## src/rtl/fifo_ch_reader_pkg.sv

```systemverilog
// fifo_ch_reader_pkg -- shared definitions for the BCH delay-FIFO reader.
//   state_t      : reader FSM encoding (IDLE / DRAIN / FLUSH), 2 bits
//   skid_data_t  : one skid-buffer entry {corrected bit, last flag}
//   cnt_w_for()  : minimum bit-counter width for a given codeword length
package fifo_ch_reader_pkg;

  typedef enum logic [1:0] {
    ST_IDLE  = 2'd0,
    ST_DRAIN = 2'd1,
    ST_FLUSH = 2'd2
  } state_t;

  typedef struct packed {
    logic corr_bit;
    logic last;
  } skid_data_t;

  // Smallest w with 2**w >= len (at least 1).
  function automatic int unsigned cnt_w_for(input int unsigned len);
    int unsigned w;
    w = 1;
    while ((32'd1 << w) < len) w = w + 1;
    return w;
  endfunction

endpackage

```

## src/rtl/fifo_ch_reader_if.sv

```systemverilog
// fifo_ch_reader_if -- corrected-bit output stream of fifo_ch_reader.
//   out_bit   : corrected bit
//   out_valid : out_bit/out_last valid
//   out_last  : final bit of the codeword
//   in_ready  : downstream accepts when out_valid & in_ready
// master = reader side, slave = downstream consumer.
interface fifo_ch_reader_if;
  logic out_bit;
  logic out_valid;
  logic out_last;
  logic in_ready;

  modport master (output out_bit, output out_valid, output out_last, input in_ready);
  modport slave  (input out_bit, input out_valid, input out_last, output in_ready);
endinterface

```

## src/rtl/fifo_ch_skid2.sv

```systemverilog
// fifo_ch_skid2 -- 2-entry valid/ready skid buffer carrying {bit,last}.
//   clk, rst    : clock, synchronous active-high reset
//   push_data   : entry to store; push_valid stores it this cycle
//   push_ready  : a free entry exists (depends on fill level only)
//   pop_data    : oldest entry; pop_valid when non-empty
//   pop_ready   : consumer takes pop_data when pop_valid & pop_ready
module fifo_ch_skid2
  import fifo_ch_reader_pkg::*;
(
  input  logic       clk,
  input  logic       rst,
  input  skid_data_t push_data,
  input  logic       push_valid,
  output logic       push_ready,
  output skid_data_t pop_data,
  output logic       pop_valid,
  input  logic       pop_ready
);

  skid_data_t ent0;  // head
  skid_data_t ent1;
  logic [1:0] fill;
  logic       push;
  logic       pop;

  assign push       = push_valid;
  assign pop        = pop_valid & pop_ready;
  assign push_ready = (fill != 2'd2);
  assign pop_valid  = (fill != 2'd0);
  assign pop_data   = ent0;

  always_ff @(posedge clk) begin
    if (rst) begin
      fill <= '0;
      ent0 <= '0;
      ent1 <= '0;
    end else begin
      assert (!(push && !pop && fill == 2'd2));
      unique case ({push, pop})
        2'b10: begin
          if (fill == 2'd0) ent0 <= push_data;
          else              ent1 <= push_data;
          fill <= fill + 2'd1;
        end
        2'b01: begin
          ent0 <= ent1;
          fill <= fill - 2'd1;
        end
        2'b11: begin
          if (fill == 2'd1) begin
            ent0 <= push_data;
          end else begin
            ent0 <= ent1;
            ent1 <= push_data;
          end
        end
        default: ;
      endcase
    end
  end

endmodule

```

## src/rtl/fifo_ch_reader.sv

```systemverilog
// fifo_ch_reader -- consumer end of the BCH codeword delay FIFO.
// Drains CODEWORD_LEN bits per in_start, XORs each with its Chien error flag
// and streams the corrected bits through a 2-entry skid buffer.
//   clk          : clock, rising edge
//   in_ctr_Srst  : synchronous active-high reset
//   in_start     : begin draining one codeword (accepted only in IDLE)
//   in_fifo_bit  : delay-FIFO output bit
//   in_err_bit   : Chien error flag aligned with in_fifo_bit
//   out_fifo_en  : shift strobe to the delay FIFO and the Chien stage
//   out_busy     : codeword in progress
//   out_corr_cnt : corrected-bit count (only with FIFO_CH_READER_CORR_CNT_EN)
//   bus          : corrected-bit stream (out_bit/out_valid/out_last/in_ready)
module fifo_ch_reader
  import fifo_ch_reader_pkg::*;
#(
  parameter int unsigned CODEWORD_LEN = 255,
  parameter int unsigned CNT_W        = cnt_w_for(CODEWORD_LEN)
) (
  input  logic             clk,
  input  logic             in_ctr_Srst,
  input  logic             in_start,
  input  logic             in_fifo_bit,
  input  logic             in_err_bit,
  output logic             out_fifo_en,
  output logic             out_busy,
`ifdef FIFO_CH_READER_CORR_CNT_EN
  output logic [CNT_W-1:0] out_corr_cnt,
`endif
  fifo_ch_reader_if.master bus
);

  localparam logic [CNT_W-1:0] LAST_IDX = CNT_W'(CODEWORD_LEN - 1);

  state_t           state;
  state_t           state_nx;
  logic [CNT_W-1:0] cnt;
  logic             rd_last;
  logic             skid_ready;
  logic             skid_valid;
  logic             last_pop;
  skid_data_t       skid_in;
  skid_data_t       skid_out;

  assign rd_last = (cnt == LAST_IDX);
  assign skid_in = '{corr_bit: in_fifo_bit ^ in_err_bit, last: rd_last};

  // In FLUSH the last-flagged entry is the only one left, so handing it off
  // empties the skid; leaving FLUSH on that edge drops out_busy with it.
  assign last_pop = skid_valid & bus.in_ready & skid_out.last;

  always_ff @(posedge clk) begin
    if (in_ctr_Srst) state <= ST_IDLE;
    else             state <= state_nx;
  end

  always_comb begin
    state_nx = state;
    unique case (state)
      ST_IDLE:  if (in_start)               state_nx = ST_DRAIN;
      ST_DRAIN: if (out_fifo_en && rd_last) state_nx = ST_FLUSH;
      ST_FLUSH: if (last_pop)               state_nx = ST_IDLE;
      default:                              state_nx = ST_IDLE;
    endcase
  end

  always_comb begin
    out_fifo_en = (state == ST_DRAIN) && skid_ready;
    out_busy    = (state != ST_IDLE);
  end

  always_ff @(posedge clk) begin
    if (in_ctr_Srst)      cnt <= '0;
    else if (out_fifo_en) cnt <= rd_last ? '0 : cnt + CNT_W'(1);
  end

`ifdef FIFO_CH_READER_CORR_CNT_EN
  logic [CNT_W-1:0] corr_cnt;

  always_ff @(posedge clk) begin
    if (in_ctr_Srst)                           corr_cnt <= '0;
    else if (state == ST_IDLE && in_start)     corr_cnt <= '0;
    else if (out_fifo_en && in_err_bit)        corr_cnt <= corr_cnt + CNT_W'(1);
  end

  assign out_corr_cnt = corr_cnt;
`endif

  fifo_ch_skid2 u_skid (
    .clk        (clk),
    .rst        (in_ctr_Srst),
    .push_data  (skid_in),
    .push_valid (out_fifo_en),
    .push_ready (skid_ready),
    .pop_data   (skid_out),
    .pop_valid  (skid_valid),
    .pop_ready  (bus.in_ready)
  );

  // Entries behind a pop keep stale contents; hold the outputs low when empty.
  assign bus.out_valid = skid_valid;
  assign bus.out_bit   = skid_valid & skid_out.corr_bit;
  assign bus.out_last  = skid_valid & skid_out.last;

endmodule

```

## src/flat_wrapper.sv

```systemverilog
// flat-port wrapper written by rule: the top's interface ports become plain ports
module fifo_ch_reader_flat import fifo_ch_reader_pkg::*;
#(
  parameter int unsigned CODEWORD_LEN = 255,
  parameter int unsigned CNT_W        = cnt_w_for(CODEWORD_LEN)
)
  (clk, in_ctr_Srst, in_start, in_fifo_bit, in_err_bit, out_fifo_en, out_busy, bus_out_bit, bus_out_valid, bus_out_last, bus_in_ready);
  fifo_ch_reader_if bus_i ();
  input  logic clk;
  input  logic in_ctr_Srst;
  input  logic in_start;
  input  logic in_fifo_bit;
  input  logic in_err_bit;
  output logic out_fifo_en;
  output logic out_busy;
  output wire logic [$bits(bus_i.out_bit)-1:0] bus_out_bit;
  output wire logic [$bits(bus_i.out_valid)-1:0] bus_out_valid;
  output wire logic [$bits(bus_i.out_last)-1:0] bus_out_last;
  input wire logic [$bits(bus_i.in_ready)-1:0] bus_in_ready;
  assign bus_out_bit = bus_i.out_bit;
  assign bus_out_valid = bus_i.out_valid;
  assign bus_out_last = bus_i.out_last;
  assign bus_i.in_ready = bus_in_ready;
  fifo_ch_reader #(.CODEWORD_LEN(CODEWORD_LEN), .CNT_W(CNT_W)) u_core (.clk(clk), .in_ctr_Srst(in_ctr_Srst), .in_start(in_start), .in_fifo_bit(in_fifo_bit), .in_err_bit(in_err_bit), .out_fifo_en(out_fifo_en), .out_busy(out_busy), .bus(bus_i));
endmodule
```

## config.mk

```make
export PLATFORM = sky130hd
export DESIGN_NAME = fifo_ch_reader_flat
export DESIGN_NICKNAME = d
export VERILOG_FILES = /design/src/rtl/fifo_ch_reader_pkg.sv /design/src/rtl/fifo_ch_reader_if.sv /design/src/rtl/fifo_ch_skid2.sv /design/src/rtl/fifo_ch_reader.sv /design/src/flat_wrapper.sv
export SDC_FILE = /design/constraint.sdc
export NUM_CORES = 1
export LEC_CHECK = 0
export BUFFER_PORTS_ARGS = -buffer_cell sky130_fd_sc_hd__buf_2
export CORE_MARGIN = 5
export CORE_UTILIZATION = 30
export DETAILED_ROUTE_END_ITERATION = 7
export PLACE_DENSITY = 0.55
export SYNTH_ARGS = -nofsm -noshare
export SYNTH_HDL_FRONTEND = slang
export SYNTH_SLANG_ARGS = --single-unit
```

## constraint.sdc

```tcl
create_clock -name clk -period 2.3 [get_ports clk]
set_input_delay 0.46 -clock clk [delete_from_list [all_inputs] [get_ports clk]]
set_output_delay 0.46 -clock clk [all_outputs]
set_load 0.05 [all_outputs]
```

== Word level (Yosys, flattened, before mapping) ==
Index checks and enable logic that the tools add are counted.
Operators by class
  $add $sub $neg: 3
  equal/unequal tests: 14
  muxes and demuxes: 12
  bitwise operators: 5
  reductions and logical operators: 12
Operators by type and width (count)
  $mux 2: 7
  $pmux 2 s3: 2
  $ne 2x2->1 const B: 5
  $add 8x1->8 const B: 1
  $eq 8x8->1 const B: 1
  $mux 8: 1
  $pmux 2 s2: 2
  $reduce_bool 2->1: 4
  $eq 2x1->1 const B: 3
  $eq 2x2->1 const B: 3
  $reduce_and 3->1: 2
  $and 1x1->1: 4
  $logic_not 2->1: 2
  $ne 2x1->1 const B: 2
  $reduce_bool 3->1: 1
  $add 2x1->2 const B: 1
  $logic_and 1x1->1: 2
  $reduce_and 2->1: 1
  $sub 2x1->2 const B: 1
  $xor 1x1->1: 1
Word-level totals
  register bits: 16
  output and inout port bits: 5

== Logic depth before layout (Yosys ltp) ==
  depth after elaboration: 5
  depth in mapped cells: 10
  depth with buffers taken out: 9

== Hierarchy ==
From an unflattened synthesis, not the netlist that was laid out.
Second synthesis, totals
  cell total of the unflattened synthesis: 107
  area total of the unflattened synthesis: 943.4 µm²
Modules (own cells, without submodules)
  fifo_ch_reader: times used 1, cells an instance 58, area an instance 529.3 µm², seq. area each 200.2 µm²
  fifo_ch_skid2: times used 1, cells an instance 49, area an instance 414.1 µm², seq. area each 120.1 µm²

== Worst setup path before layout ==
Ideal clock, no wire load.
  path kind: reg-to-reg
  start: register u_core.u_skid.fill[0]
  end: register u_core.u_skid.ent1[0] (netlist name)
  arrival: 1.894 ns
  path slack: 0.282 ns
  stages on the path, launching flop included: 11
  period minus slack after synthesis: 2.018 ns
  path through: dfxtp_1 > inv_1 > ha_1 > or3b_1 > buf_6 > clkinv_4 > ha_1 > nand2_1 > o211ai_1 > mux2i_1 > nor2_1
Between the ends
  cells in the longest elaborated chain, start to end: 5
  elaborated cells between the ends (all ways): 13
  classes of those cells: eq/ne (6); mux (1); bitwise (1); reduce/logical (5)
Ends and longest elaborated chain
  start, declared: RTL line fifo_ch_skid2.sv:22  | logic [1:0] fill;
  start signal, assigned: RTL line fifo_ch_skid2.sv:43  | fill <= fill + 2'd1;
  start signal, assigned: RTL line fifo_ch_skid2.sv:47  | fill <= fill - 2'd1;
  $ne 2x2->1 (*): RTL line fifo_ch_skid2.sv:28  | assign push_ready = (fill != 2'd2);
  $logic_and 1x1->1 (*): RTL line fifo_ch_reader.sv:67  | out_fifo_en = (state == ST_DRAIN) && skid_ready;
  via out_fifo_en: RTL line flat_wrapper.sv:14  | output logic out_fifo_en;
  $eq 2x2->1: RTL line fifo_ch_skid2.sv:39  | unique case ({push, pop})
  $ne 2x2->1 (no line) or $reduce_bool 2->1 (tied branches)
  $reduce_and 3->1 (no line)
  end signal, assigned: RTL line fifo_ch_skid2.sv:42  | else ent1 <= push_data;
  end signal, assigned: RTL line fifo_ch_skid2.sv:54  | ent1 <= push_data;
  end, declared: RTL line fifo_ch_skid2.sv:21  | skid_data_t ent1;
Mark *: on every way through the listed nets, which the timed path passes. The rest lies on a longest branch.
A chain may end at the register's enable or synchronous reset.

== Worst setup path after layout ==
  start: register u_core.u_skid.fill[0]
  end: output port out_fifo_en
Between the ends
  cells in the longest elaborated chain, start to end: 2
Ends and longest elaborated chain (RTL line)
  $ne 2x2->1: fifo_ch_skid2.sv:28
  $logic_and 1x1->1: fifo_ch_reader.sv:67
  end, declared: flat_wrapper.sv:14
No other way between the ends.

==> impl_metrics.py <==
metrics = {
    "timing": {
        "min_period_ns": 2.15,
        "slew_headroom_pct": 72.7,
        "post-route-period-util_pct": 93.5,
        "hold_violations": 0,
        "worst_slew_pin_slew_ns": 0.408,
        "drv_slew": 0,
        "max_freq_ghz": 0.465,
        "final-setup-viol-count": 0,
        "tns_ns": 0,
        "skew_ns": 0.00188,
        "rsz0062_at_grt": "false",
    },
    "synth": {
        "ys.warnings.count": 0,
        "avgSynthCellArea_um2": 8.76,
        "synth_area_leaders": "dfxtp_1 (38%), ha_1 (12%), nor2_1 (6.6%)",
        "synth_edf_count": 0,
        "yosysTopAreaCell": "dfxtp_1",
        "synth_seq_area_share_pct": 37.7,
        "async_reset_ff_share_pct": 0,
        "synth_seq_cells": 16,
        "netlist-cell-type-count": 27,
        "synth_common_cells": "dfxtp_1 (16), nor2_1 (15), ha_1 (8)",
        "syn_inst": 97,
        "synth_nets": 111,
        "post-synth-top-count-cell": "dfxtp_1",
        "synth_top_cell_area_share_pct": 37.7,
        "synth_flop_cell": "dfxtp_1",
        "syn-cell-area_um2": 850,
    },
    "drt": {
        "drt_iter0_markers": 11,
        "drc": 0,
        "vias_per_cell": 4.88,
        "final_antenna_net_count": 0,
        "wirelength_um": 1560,
        "via_count": 679,
        "wl_per_cell_um": 11.2,
        "firstDrtPassIters": 4,
    },
    "power_and_ir_drop": {
        "peakVddDrop_mv": 0.421,
        "leakage_nw": 0.426,
        "pwr-share-comb_pct": 40.4,
        "pwr_density_cell_nw_per_um2": 934,
        "switching_share_pct": 39.5,
        "clockPowerShare_pct": 20.9,
        "switchingPower_uw": 354,
        "internal-power_uw": 543,
        "power_frac_seq_pct": 38.7,
    },
    "clocking": {
        "numCtsBuffers": 3,
        "clockBufferDepth": 2,
        "cts_root_buf": "clkbuf_4",
        "htreeDepth": 1,
        "clkSinkCount": 16,
        "cts_tree": "done",
        "cts_hold_buf": 0,
        "clock_latency_ns": 0.29,
        "post_cts_buffers": 0,
        "path_clk_slew_ns": 0.09,
    },
    "grt": {
        "grt-busiest-layer": "met2",
        "grt_max_degree": 13,
        "grt_pass1_wl_um": 2820,
        "met2_usage_pct": 15.0,
        "use_met3_pct": 3.37,
        "gr-total-overflow": 0,
        "grt_pass1_vias": 691,
        "grt_usage_pct": 8.61,
        "antenna_found_initial": 0,
        "gr-usage-met1_pct": 9.16,
    },
    "hold_path": {
        "hp-class": "primary input to flop",
    },
    "place": {
        "gp_congestion": 0.763,
        "placed_cells": 135,
        "dp_hpwl_um": 1210,
        "port_buffers": 10,
    },
    "die": {
        "initial_core_util_pct": 31.1,
        "die_h_um": 63.2,
        "die-area_um2": 4000,
        "placementRows": 19,
        "die_w_um": 63.2,
        "core_um2": 2730,
        "ios": 11,
    },
    "final_layout": {
        "fillers": 275,
        "multiInputGateArea_um2": 480,
        "area_delta_synth_final_pct": 13.0,
        "drive_gt1_share_pct": 16.7,
        "regArea_um2": 320,
        "fin_cells": 139,
        "insertedDiodeCount": 0,
        "nNetsFinal": 123,
    },
    "job": {
        "cap_viol_max_count": 0,
    },
    "critical_path": {
        "worstPathRequired_ns": 1.84,
        "path_class": "flop to output pin",
        "cp.arrival_ns": 1.69,
        "start_kind": "flop",
        "end_kind": "output pin",
        "worstPathMaxFanout": 12,
    },
    "run_status": {
        "status": "complete, no violations",
    },
}
metrics by stage:
stage / util, % / hold WS [ns] / setup WS [ns] / power (mW) / area [um^2]
after floorplan: - / 0.430 / 0.282 / 0.645 / 850
after global routing: 35.1 / 0.409 / 0.0393 / 0.966 / 960
after global placement: 33.6 / 0.453 / 0.250 / 0.704 / 918
after CTS: 35.0 / 0.411 / 0.0437 / 0.907 / 957
after detailed placement: 33.6 / 0.459 / 0.205 / 0.712 / 918
final: 35.1 / 0.423 / 0.150 / 0.897 / 960
critical path: stages (launching register included):
cell      delay, ns
dfxtp_1        0.38
inv_1          0.07
ha_1           0.19
or3b_4         0.42
clkinv_4       0.13
buf_4          0.21
worst paths after layout:
| path | startpoint | to | slack (ns) | depth (start not counted) |
|---|---|---|---|---|
| worst max-delay path | u_core.u_skid.fill[0] | out_fifo_en | 0.15 | 5 |
| worst min register to register | u_core.state[1] | u_core.state[0] | 0.48 | 1 |
| worst max register to register | u_core.u_skid.fill[0] | u_core.u_skid.ent1[1] | 0.23 | 8 |
| worst min-delay path | in_start | u_core.state[0] | 0.42 | 3 |
registers in the layout, summed over array words and instances (netlist names):
register	count
u_core.cnt	8
u_core.state	2
u_core.u_skid.fill	2
u_core.u_skid.pop_data	2
u_core.u_skid.ent1	2
layout by cell type, fill, tap and decap left out, types with 5 or more instances in the layout:
cell and instances:
dfxtp_1 16, nor2_1 15, buf_2 9, ha_1 8, inv_1 6, nor3_1 5
a21oi_1 5, xor2_1 5
power by group through the flow:
stage	Combinational, mW	Clock (mW)	Sequential (mW)
3_5_place_dp	0.358	0	0.354
2_1_floorplan	0.299	0	0.346
6_report	0.362	0.188	0.347
4_1_cts	0.362	0.197	0.347
3_3_place_gp	0.352	0	0.352
5_1_grt	0.402	0.210	0.354
layer usage:
layer	part of all wire [%]	vias up
met1	43	310
met5	0	-
li1	-	353
met3	5.5	2
met2	50	14
met4	1.1	0
cell type report:
type	instances	area share, %
Multi-Input combinational cell	71	50.1
Sequential cell	16	33.4
Timing Repair Buffer	10	5.48
Tap cell	31	4.04
Clock buffer	4	3.78
Inverter	7	3.26
cells by family (layout without fill, tap and decap cells):
family	after synthesis	after routing	synth area share [%]
adder cells (fa/ha/maj)	8	8	11.8
buffers and inverters	10	21	6.04
AND/OR/NAND/NOR	37	37	21.8
multiplexers	2	2	2.36
XOR/XNOR	8	8	8.25
flip-flops	16	16	37.7
AO/OA/AOI/OAI	16	16	12.1
repair_timing:
action	4_1_cts	5_1_grt
pin swaps	0	0
resized for setup	1	1
endpoints found under the setup margin	1	1
Power figures use the tool's default switching activity.
